## src/rtl/rr_arbiter_if.sv

```systemverilog
`default_nettype none
// ============================================================================
//  Module      : rr_arbiter_if
//  Description : Request/grant bundle between a set of requesters and the
//                round-robin arbiter that shares one resource among them.
//
//                requests     requester -> arbiter, bit i = requester i
//                grants       arbiter -> resource, one-hot or zero
//                grant_valid  arbiter -> resource, high when any grant set
//                grant_id     arbiter -> resource, index of current owner
//
//                master modport : requester side (drives requests)
//                slave modport  : arbiter side (drives grants)
//  Revision    : 1.0  initial release
// ============================================================================
interface rr_arbiter_if #(
    parameter int NUM_REQ = 3
);

    localparam int c_IDW = (NUM_REQ > 1) ? $clog2(NUM_REQ) : 1;

    logic [NUM_REQ-1:0] requests;
    logic [NUM_REQ-1:0] grants;
    logic               grant_valid;
    logic [c_IDW-1:0]   grant_id;

    modport master (
        output requests,
        input  grants,
        input  grant_valid,
        input  grant_id
    );

    modport slave (
        input  requests,
        output grants,
        output grant_valid,
        output grant_id
    );

endinterface
`default_nettype wire

```

## src/rtl/rr_arbiter.sv

```systemverilog
`default_nettype none
// ============================================================================
//  Module      : rr_arbiter
//  Description : Registered round-robin arbiter sharing one resource among
//                NUM_REQ requesters. The owner keeps the grant while it keeps
//                requesting, but is forcibly rotated out after MAX_HOLD
//                consecutive cycles if anyone else is waiting. A release
//                hands the grant to the next requester on the same edge.
//
//  Ports       : clk    rising-edge clock
//                reset  asynchronous active-high reset
//                arb    rr_arbiter_if.slave
//                         requests    in   request vector
//                         grants      out  registered one-hot grant / zero
//                         grant_valid out  registered, |grants
//                         grant_id    out  registered owner index, 0 if idle
//  Parameters  : NUM_REQ   number of requesters, 2..16
//                MAX_HOLD  max consecutive grant cycles while others wait, >=1
//  Revision    : 1.0  initial release
// ============================================================================
module rr_arbiter #(
    parameter int NUM_REQ  = 3,
    parameter int MAX_HOLD = 4
) (
    input  wire          clk,
    input  wire          reset,
    rr_arbiter_if.slave  arb
);

    // ------------------------------------------------------------------------
    // Constants
    // ------------------------------------------------------------------------
    localparam int c_IDW = (NUM_REQ > 1) ? $clog2(NUM_REQ) : 1;
    localparam int c_HCW = (MAX_HOLD > 1) ? $clog2(MAX_HOLD) : 1;

    localparam logic [c_HCW-1:0]   c_HCNT_MAX = c_HCW'(MAX_HOLD - 1);
    localparam logic [c_IDW-1:0]   c_LAST_IDX = c_IDW'(NUM_REQ - 1);
    localparam logic [NUM_REQ-1:0] c_ONE      = NUM_REQ'(1);

    localparam logic [0:0] c_IDLE = 1'b0;
    localparam logic [0:0] c_BUSY = 1'b1;

    // ------------------------------------------------------------------------
    // State
    // ------------------------------------------------------------------------
    logic [0:0]         r_state;
    logic [c_IDW-1:0]   r_ptr;
    logic [c_HCW-1:0]   r_hcnt;
    logic [NUM_REQ-1:0] r_grants;
    logic               r_grant_valid;
    logic [c_IDW-1:0]   r_grant_id;

    logic [0:0]         w_state_nxt;
    logic [c_IDW-1:0]   w_ptr_nxt;
    logic [c_HCW-1:0]   w_hcnt_nxt;
    logic [NUM_REQ-1:0] w_grants_nxt;
    logic               w_grant_valid_nxt;
    logic [c_IDW-1:0]   w_grant_id_nxt;

    logic               w_found;
    logic [c_IDW-1:0]   w_found_idx;
    logic               w_owner_req;
    logic               w_others_req;
    logic               w_take;

    // ------------------------------------------------------------------------
    // Round-robin search starting at r_ptr.
    // While BUSY with owner k, r_ptr already holds (k+1) mod NUM_REQ, so the
    // same search serves both the idle grant and the release/preempt handoff;
    // the owner is naturally the last candidate visited.
    // The loop runs from the farthest offset down to zero so that the
    // nearest requesting index is the final (winning) assignment.
    // ------------------------------------------------------------------------
    always_comb begin
        w_found     = 1'b0;
        w_found_idx = '0;
        for (int j = NUM_REQ - 1; j >= 0; j--) begin
            int idx;
            idx = int'(r_ptr) + j;
            if (idx >= NUM_REQ) begin
                idx = idx - NUM_REQ;
            end
            if (arb.requests[idx]) begin
                w_found     = 1'b1;
                w_found_idx = c_IDW'(idx);
            end
        end
    end

    // r_grants is one-hot on the owner while BUSY, so masking with it
    // separates the owner's request from everyone else's.
    assign w_owner_req  = |(arb.requests & r_grants);
    assign w_others_req = |(arb.requests & ~r_grants);

    // ------------------------------------------------------------------------
    // Next-state / next-output logic
    // ------------------------------------------------------------------------
    always_comb begin
        w_state_nxt       = r_state;
        w_ptr_nxt         = r_ptr;
        w_hcnt_nxt        = r_hcnt;
        w_grants_nxt      = r_grants;
        w_grant_valid_nxt = r_grant_valid;
        w_grant_id_nxt    = r_grant_id;
        w_take            = 1'b0;

        case (r_state)
            c_IDLE: begin
                w_take = w_found;
            end

            c_BUSY: begin
                if (!w_owner_req) begin
                    // Release: hand off with no bubble if anyone is waiting,
                    // otherwise drop to idle. r_ptr already points past the
                    // old owner and is kept.
                    if (w_found) begin
                        w_take = 1'b1;
                    end else begin
                        w_state_nxt       = c_IDLE;
                        w_hcnt_nxt        = '0;
                        w_grants_nxt      = '0;
                        w_grant_valid_nxt = 1'b0;
                        w_grant_id_nxt    = '0;
                    end
                end else if ((r_hcnt == c_HCNT_MAX) && w_others_req) begin
                    // Preempt: hold budget spent and someone else waits.
                    w_take = 1'b1;
                end else if (r_hcnt != c_HCNT_MAX) begin
                    // Hold; the counter saturates so a lone owner keeps it.
                    w_hcnt_nxt = r_hcnt + c_HCW'(1);
                end
            end

            default: begin
                w_state_nxt       = c_IDLE;
                w_ptr_nxt         = '0;
                w_hcnt_nxt        = '0;
                w_grants_nxt      = '0;
                w_grant_valid_nxt = 1'b0;
                w_grant_id_nxt    = '0;
            end
        endcase

        if (w_take) begin
            w_state_nxt       = c_BUSY;
            w_ptr_nxt         = (w_found_idx == c_LAST_IDX) ? '0
                                                            : w_found_idx + c_IDW'(1);
            w_hcnt_nxt        = '0;
            w_grants_nxt      = c_ONE << w_found_idx;
            w_grant_valid_nxt = 1'b1;
            w_grant_id_nxt    = w_found_idx;
        end
    end

    // ------------------------------------------------------------------------
    // Registers
    // ------------------------------------------------------------------------
    always_ff @(posedge clk or posedge reset) begin
        if (reset) begin
            r_state       <= c_IDLE;
            r_ptr         <= '0;
            r_hcnt        <= '0;
            r_grants      <= '0;
            r_grant_valid <= 1'b0;
            r_grant_id    <= '0;
        end else begin
            r_state       <= w_state_nxt;
            r_ptr         <= w_ptr_nxt;
            r_hcnt        <= w_hcnt_nxt;
            r_grants      <= w_grants_nxt;
            r_grant_valid <= w_grant_valid_nxt;
            r_grant_id    <= w_grant_id_nxt;
        end
    end

    assign arb.grants      = r_grants;
    assign arb.grant_valid = r_grant_valid;
    assign arb.grant_id    = r_grant_id;

endmodule
`default_nettype wire

```

## src/flat_wrapper.sv

```systemverilog
// flat-port wrapper written by rule: the top's interface ports become plain ports
module rr_arbiter_flat 
#(
    parameter int NUM_REQ  = 3,
    parameter int MAX_HOLD = 4
)
  (clk, reset, arb_requests, arb_grants, arb_grant_valid, arb_grant_id);
  rr_arbiter_if #(.NUM_REQ(NUM_REQ)) arb_i ();
  input  wire clk;
  input  wire reset;
  input wire logic [$bits(arb_i.requests)-1:0] arb_requests;
  output wire logic [$bits(arb_i.grants)-1:0] arb_grants;
  output wire logic [$bits(arb_i.grant_valid)-1:0] arb_grant_valid;
  output wire logic [$bits(arb_i.grant_id)-1:0] arb_grant_id;
  assign arb_i.requests = arb_requests;
  assign arb_grants = arb_i.grants;
  assign arb_grant_valid = arb_i.grant_valid;
  assign arb_grant_id = arb_i.grant_id;
  rr_arbiter #(.NUM_REQ(NUM_REQ), .MAX_HOLD(MAX_HOLD)) u_core (.clk(clk), .reset(reset), .arb(arb_i));
endmodule
```

## config.mk

```make
export PLATFORM = sky130hd
export DESIGN_NAME = rr_arbiter_flat
export DESIGN_NICKNAME = d
export VERILOG_FILES = /design/src/rtl/rr_arbiter_if.sv /design/src/rtl/rr_arbiter.sv /design/src/flat_wrapper.sv
export SDC_FILE = /design/constraint.sdc
export NUM_CORES = 1
export LEC_CHECK = 0
export ABC_AREA = 1
export BUFFER_PORTS_ARGS = -buffer_cell sky130_fd_sc_hd__clkbuf_2
export CAP_MARGIN = 20
export CORE_MARGIN = 1.5
export CORE_UTILIZATION = 33
export CTS_BUF_LIST = sky130_fd_sc_hd__clkbuf_8
export DETAILED_ROUTE_END_ITERATION = 10
export HOLD_SLACK_MARGIN = 0.05
export PLACE_DENSITY_LB_ADDON = 0.2
export SKIP_CTS_REPAIR_TIMING = 1
export SLEW_MARGIN = 10
export SYNTH_ARGS = -nofsm -noshare
export SYNTH_HDL_FRONTEND = slang
export SYNTH_SLANG_ARGS = --single-unit
```

## constraint.sdc

```tcl
create_clock -name clk -period 1.6 [get_ports clk]
set_input_delay 0.08 -clock clk [delete_from_list [all_inputs] [get_ports clk]]
set_output_delay 0.08 -clock clk [all_outputs]
set_load 0.02 [all_outputs]
```

# After elaboration in Yosys (flattened, before gate mapping)

Index checks and enable logic that the tools add are counted.

Flip-flop bits (word level): 11
Logic and storage cells: 81

Reductions and logical operators: 6
Shift operators: 1
Muxes and demuxes: 43
Bitwise gates (word level): 4
Equality and inequality tests: 8
Add/subtract/negate cells: 7
Order comparisons: 6

Operators with widths:

| kind                                                                                 | number |
|---|---|
| 32-bit by 4-bit less-than comparator with 1-bit output, second input constant        | 3 |
| 32-bit two-way mux                                                                   | 3 |
| 32-bit by 3-bit greater-or-equal comparator with 1-bit output, second input constant | 2 |
| 32-bit by 3-bit subtractor with 32-bit output, second input constant                 | 2 |
| 2-bit two-way mux                                                                    | 13 |
| 1-bit two-way mux                                                                    | 19 |
| 3-bit two-way mux                                                                    | 4 |
| 3-bit inequality test, second input constant                                         | 3 |
| 3-bit AND                                                                            | 2 |
| 1-bit binary-select mux with 2-bit select                                            | 3 |
| 2-bit inequality test, second input constant                                         | 3 |
| 3-bit OR reduction                                                                   | 2 |
| 2-bit by 1-bit adder with 2-bit output, second input constant                        | 2 |
| 2-bit equality test, second input constant                                           | 2 |
| 4-bit AND reduction                                                                  | 1 |
| 2-bit by 1-bit adder with 3-bit output, second input constant                        | 1 |
| 2-bit by 2-bit adder with 3-bit output, second input constant                        | 1 |
| 3-bit NOT                                                                            | 1 |
| 3-bit AND reduction                                                                  | 1 |
| 1-bit by 2-bit << shifter with 3-bit output, first input constant                    | 1 |
| 2-bit by 2-bit subtractor with 3-bit output, second input constant                   | 1 |
| 2-bit greater-or-equal comparator, second input constant                             | 1 |
| 1-bit one-hot mux with 2 select lines                                                | 1 |
| 2-bit nonzero test                                                                   | 1 |
| 2 further kinds                                                                      | 2 |

# Longest topological paths before layout

Depth after elaboration: 14
Depth in mapped cells: 13
Gate-level depth less buffers: 13

# Least setup slack after synthesis

Ideal clock, no wire load.

Path type: register -> register
Start point: register u_core.r_ptr[0]
End point: register u_core.r_ptr[0]
Setup time: 0.119 ns
Path slack: -0.062 ns
Buffers on the path: 0
Arrival time: 1.543 ns
Stages on the path, launching flop included: 13
Cell sequence: dfrtp_1 > inv_1 > ha_1 > inv_2 > o21ai_0 > nor2_1 > nor2_4 > nor2_1 > nand2_1 > nand2_2 > nor2_1 > nand2_2 > o21ai_2

Longest elaborated chain between the ends: 12
Elaborated cells on any way between the ends: 32
Those cells by class: add/sub: 6; order compare: 3; eq/ne: 1; mux: 22

Ends and longest elaborated chain:

| what                                                                                                                           | RTL line                           | RTL |
|---|---|---|
| start: declaration                                                                                                             | rr_arbiter.sv:47                   | `logic [c_IDW-1:0] r_ptr;` |
| start signal: assignment                                                                                                       | rr_arbiter.sv:169                  | `r_ptr <= w_ptr_nxt;` |
| 2-bit by 2-bit adder with 3-bit output                                                                                         | rr_arbiter.sv:79                   | `idx = int'(r_ptr) + j;` |
| 32-bit by 3-bit subtractor with 32-bit output or 32-bit by 3-bit greater-or-equal comparator with 1-bit output (tied branches) | rr_arbiter.sv:81, rr_arbiter.sv:80 |  |
| 32-bit two-way mux                                                                                                             | rr_arbiter.sv:80                   | `if (idx >= NUM_REQ) begin` |
| 1-bit binary-select mux with 2-bit select                                                                                      | rr_arbiter.sv:83                   | `if (arb.requests[idx]) begin` |
| 1-bit two-way mux (not written as such) (2 in series)                                                                          | rr_arbiter.sv:83                   |  |
| 1-bit two-way mux (3 in series)                                                                                                | rr_arbiter.sv:83                   |  |
| 1-bit two-way mux                                                                                                              | rr_arbiter.sv:117                  | `if (w_found) begin` |
| 1-bit two-way mux                                                                                                              | rr_arbiter.sv:113                  | `if (!w_owner_req) begin` |
| 1-bit one-hot mux with 2 select lines                                                                                          | rr_arbiter.sv:107                  | `case (r_state)` |

Several ways; a longest one is shown, not always the timed one. The select of a mux whose other input is x is not followed.
A chain may end at the register's enable or synchronous reset.

# Worst setup path after layout

Start point: register u_core.r_ptr[0]
End point: register u_core.r_grants[0], in the netlist u_core.arb.grants[0]

Longest elaborated chain between the ends: 14
Elaborated cells on any way between the ends: 35
Those cells by class: add/sub: 5; order compare: 3; eq/ne: 2; shift: 1; mux: 22; reduce/logical: 2

Ends and longest elaborated chain:

| what                                                                                                                           | RTL line                           | RTL |
|---|---|---|
| 2-bit by 2-bit adder with 3-bit output                                                                                         | rr_arbiter.sv:79                   |  |
| 32-bit by 3-bit subtractor with 32-bit output or 32-bit by 3-bit greater-or-equal comparator with 1-bit output (tied branches) | rr_arbiter.sv:81, rr_arbiter.sv:80 |  |
| 32-bit two-way mux                                                                                                             | rr_arbiter.sv:80                   |  |
| 1-bit binary-select mux with 2-bit select                                                                                      | rr_arbiter.sv:83                   |  |
| 1-bit two-way mux (not written as such) (2 in series)                                                                          | rr_arbiter.sv:83                   |  |
| 1-bit two-way mux (3 in series)                                                                                                | rr_arbiter.sv:83                   |  |
| 1-bit two-way mux                                                                                                              | rr_arbiter.sv:117                  |  |
| 1-bit two-way mux                                                                                                              | rr_arbiter.sv:113                  |  |
| 1-bit one-hot mux with 2 select lines                                                                                          | rr_arbiter.sv:107                  |  |
| 2-bit inequality test (no source line) or 2-bit nonzero test (tied branches)                                                   | -                                  |  |
| 3-bit AND reduction (no source line)                                                                                           | -                                  |  |
| end signal: assignment                                                                                                         | rr_arbiter.sv:171                  | `r_grants <= w_grants_nxt;` |
| end: declaration                                                                                                               | rr_arbiter.sv:49                   | `logic [NUM_REQ-1:0] r_grants;` |

Several ways; a longest one is shown, not always the timed one. The select of a mux whose other input is x is not followed.

==> impl_metrics.toml <==
[synth]
synth_area_leaders = "dfrtp_1, nand2_1, ha_1"
synth-seq-cells = 11
yosys.area.top_type = "dfrtp_1"
syn_avg_cell_area_um2 = 7.84
syn-instance-count = 102
ys_seq_area_share_pct = 34.4
netlist_area_um2 = 800
yosysMostFrequentCell = "nand2_1"
synthArstFlopShare_pct = 100
synthTopCellsByCount = "nand2_1, dfrtp_1, inv_1, nand2_2"
synth_compound_area_share_pct = 6.26
synth_mux_area_share_pct = 0
synth-simple-area-share_pct = 43.2
ys_warn_count = 0
synth_top_family_by_area = "simple AND/OR/NAND/NOR gates"
synth_nets = 112
synth-xor-area-share_pct = 0
synth_edf_count = 0
synthDistinctLibCells = 20
synthAdderAreaFrac_pct = 7.82
synth_top_area_share_pct = 34.4
ys.flop_type = "dfrtp_1"

[cts]
clock_path_buffers = 2
clk_pin_slew_ps = 50
numCtsBuffers = 3
cts_root_buffer = "clkbuf_8"
htreeDepth = 1
cts_tree = "yes"
clkLatencyLatePin_ps = 230
cts_num_sinks = 11

[timing]
hold_violations = 0
period_share_pct = 104
finClkSkew_ps = 0.169
tightest_slew_ps = 402
fmax_ghz = 0.601
timing.final.crit_period_ps = 1660
tns_ps = -467
relSlewSlack_pct = 73.1
finalSetupViolCount = 10
slew_violations = 0
fin_ws_ps = -63.2
grt_setup_unrepaired = "true"

[power]
vdd_ir_drop_max_mv = 1.17
p_seq_share_pct = 20.9
leakagePower_nw = 0.581
power_frac_comb_pct = 67.7
p_int_mw = 1.19
clkPwrFrac_pct = 11.4
power_switching_mw = 1.10
power_density_nw_per_um2 = 2170
switching_share_pct = 48.0

[cells_and_area]
num-fill-cells = 246
drive_above_1_share_pct = 47.6
seq_area_um2 = 277
fin_nets = 135
fin_util_pct = 46.8
multi_input_area_um2 = 514
finalInstanceArea_um2 = 1050
diodes = 0
area_growth_syn_to_layout_pct = 31.9

[grt]
met3_usage_pct = 2.29
met2_usage_pct = 21.7
grt_overflow = 0
grt_max_degree = 12
grt_first_pass_wirelength_um = 2730
grt_pass1_vias = 649
grt_use_total_pct = 13.4
grt_most_used_layer = "met2"
use_met1_pct = 17.6
antenna_found_initial = 0

[floorplan]
dieArea_um2 = 2730
die_y_um = 52.2
start_util_pct = 35.5
io_pins = 11
die_w_um = 52.2
rows = 17
core_um2 = 2250

[routing]
vias = 662
routed_wl_um = 1530
vias_per_cell = 4.36
drtPass1Iterations = 4
drt_iter0_markers = 11
ant_nets = 0
routedWlPerCell_um = 10.1
drcViolationCount = 0

[outcome]
status = "finished with violations"
violations = "setup timing"

[placement]
place_ws_ps = -102
placed_cell_area_um2 = 952
hpwlAfterDp_um = 1280
io_buffer_count = 10
finalWeightedCongestion = 0.729

[hold_path]
hold_class = "primary input to async pin"

[setup_path]
cp.required_ps = 1720
crit_fanout = 4
crit_type = "flip-flop to flip-flop"
worstSetupStartpointType = "flip-flop"
arrival_ps = 1790
end_kind = "flip-flop"

[flow_run]
drv_cap = 0
## per-layer routing
metal	up-vias	share of wire, %	wire [um]
met5	-	0	0
met3	2	2.4	37
met2	10	46	697
met1	292	51	787
li1	358	-	-
met4	0	0.52	8
## logic make-up after synthesis
family	after synthesis
AO/OA/AOI/OAI	8
adder cells (fa/ha/maj)	5
buffers and inverters	17
flip-flops	11
AND/OR/NAND/NOR	61
## cells in the final DEF, fill, tap and decap left out, types with 4 or more instances in the layout
cell,n
nand2_1,26
clkbuf_2,10
dfrtp_1,10
inv_1,9
nand2_2,8
nand2_4,8
inv_2,7
buf_4,7
nor2_1,5
nand3_1,4
## worst paths after layout
| check | start | end | slack [ps] | cells past startpoint |
|---|---|---|---|---|
| worst max-delay path | u_core.r_ptr[0] | u_core.arb.grants[0] | -60 | 9 |
| worst min-delay path | reset | u_core.r_hcnt[0] | 370 | 3 |
| worst max register to register | u_core.r_ptr[0] | u_core.arb.grants[0] | -60 | 9 |
| worst min register to register | u_core.arb.grant_valid | u_core.arb.grant_valid | 470 | 2 |
| max in group asynchronous | reset | u_core.r_ptr[1] | 920 | 3 |
| min in group clk | arb_requests[2] | u_core.r_state | 430 | 6 |
## power groups by stage
| stage | Clock (mW) | Combinational, mW | Sequential, mW |
|---|---|---|---|
| 2_1_floorplan | 0 | 1.00 | 0.527 |
| 3_3_place_gp | 0 | 1.43 | 0.473 |
| 3_5_place_dp | 0 | 1.45 | 0.476 |
| 4_1_cts | 0.273 | 1.45 | 0.473 |
| 5_1_grt | 0.283 | 1.72 | 0.492 |
| 6_report | 0.262 | 1.55 | 0.479 |
## final cells by class
cell class,instances,area share (%)
clock inverters,1,0.356
inverters,17,6.76
repair buffers,18,10.7
flip-flops and latches,11,26.2
clock buffers,3,3.91
multi-input cells,74,48.8
well taps,28,3.32
## metrics by stage
stage,total power [mW],instances,hold slack [ps]
detailed placement,1.92,147,83.8
floorplan,1.53,102,-67.6
global route,2.49,152,406
CTS,2.20,151,-178
global placement,1.90,147,63.9
finish,2.29,152,368
## sequential cells by signal (all words and copies together) (netlist names)
signal	flops
u_core.arb.grant_id	2
u_core.r_hcnt	2
u_core.arb.grant_valid	1
u_core.r_ptr	2
u_core.arb.grants	3
u_core.r_state	1
## critical path: stages, from the launching register on
cell and delay (ps):
dfrtp_1 390, inv_2 80, ha_4 290, inv_4 50, nor3_4 200, a21boi_1 100
o21ai_1 210, nor2_1 110, nand2_4 70, nand2_1 40
No activity file was read; power rests on OpenSTA's default activity.
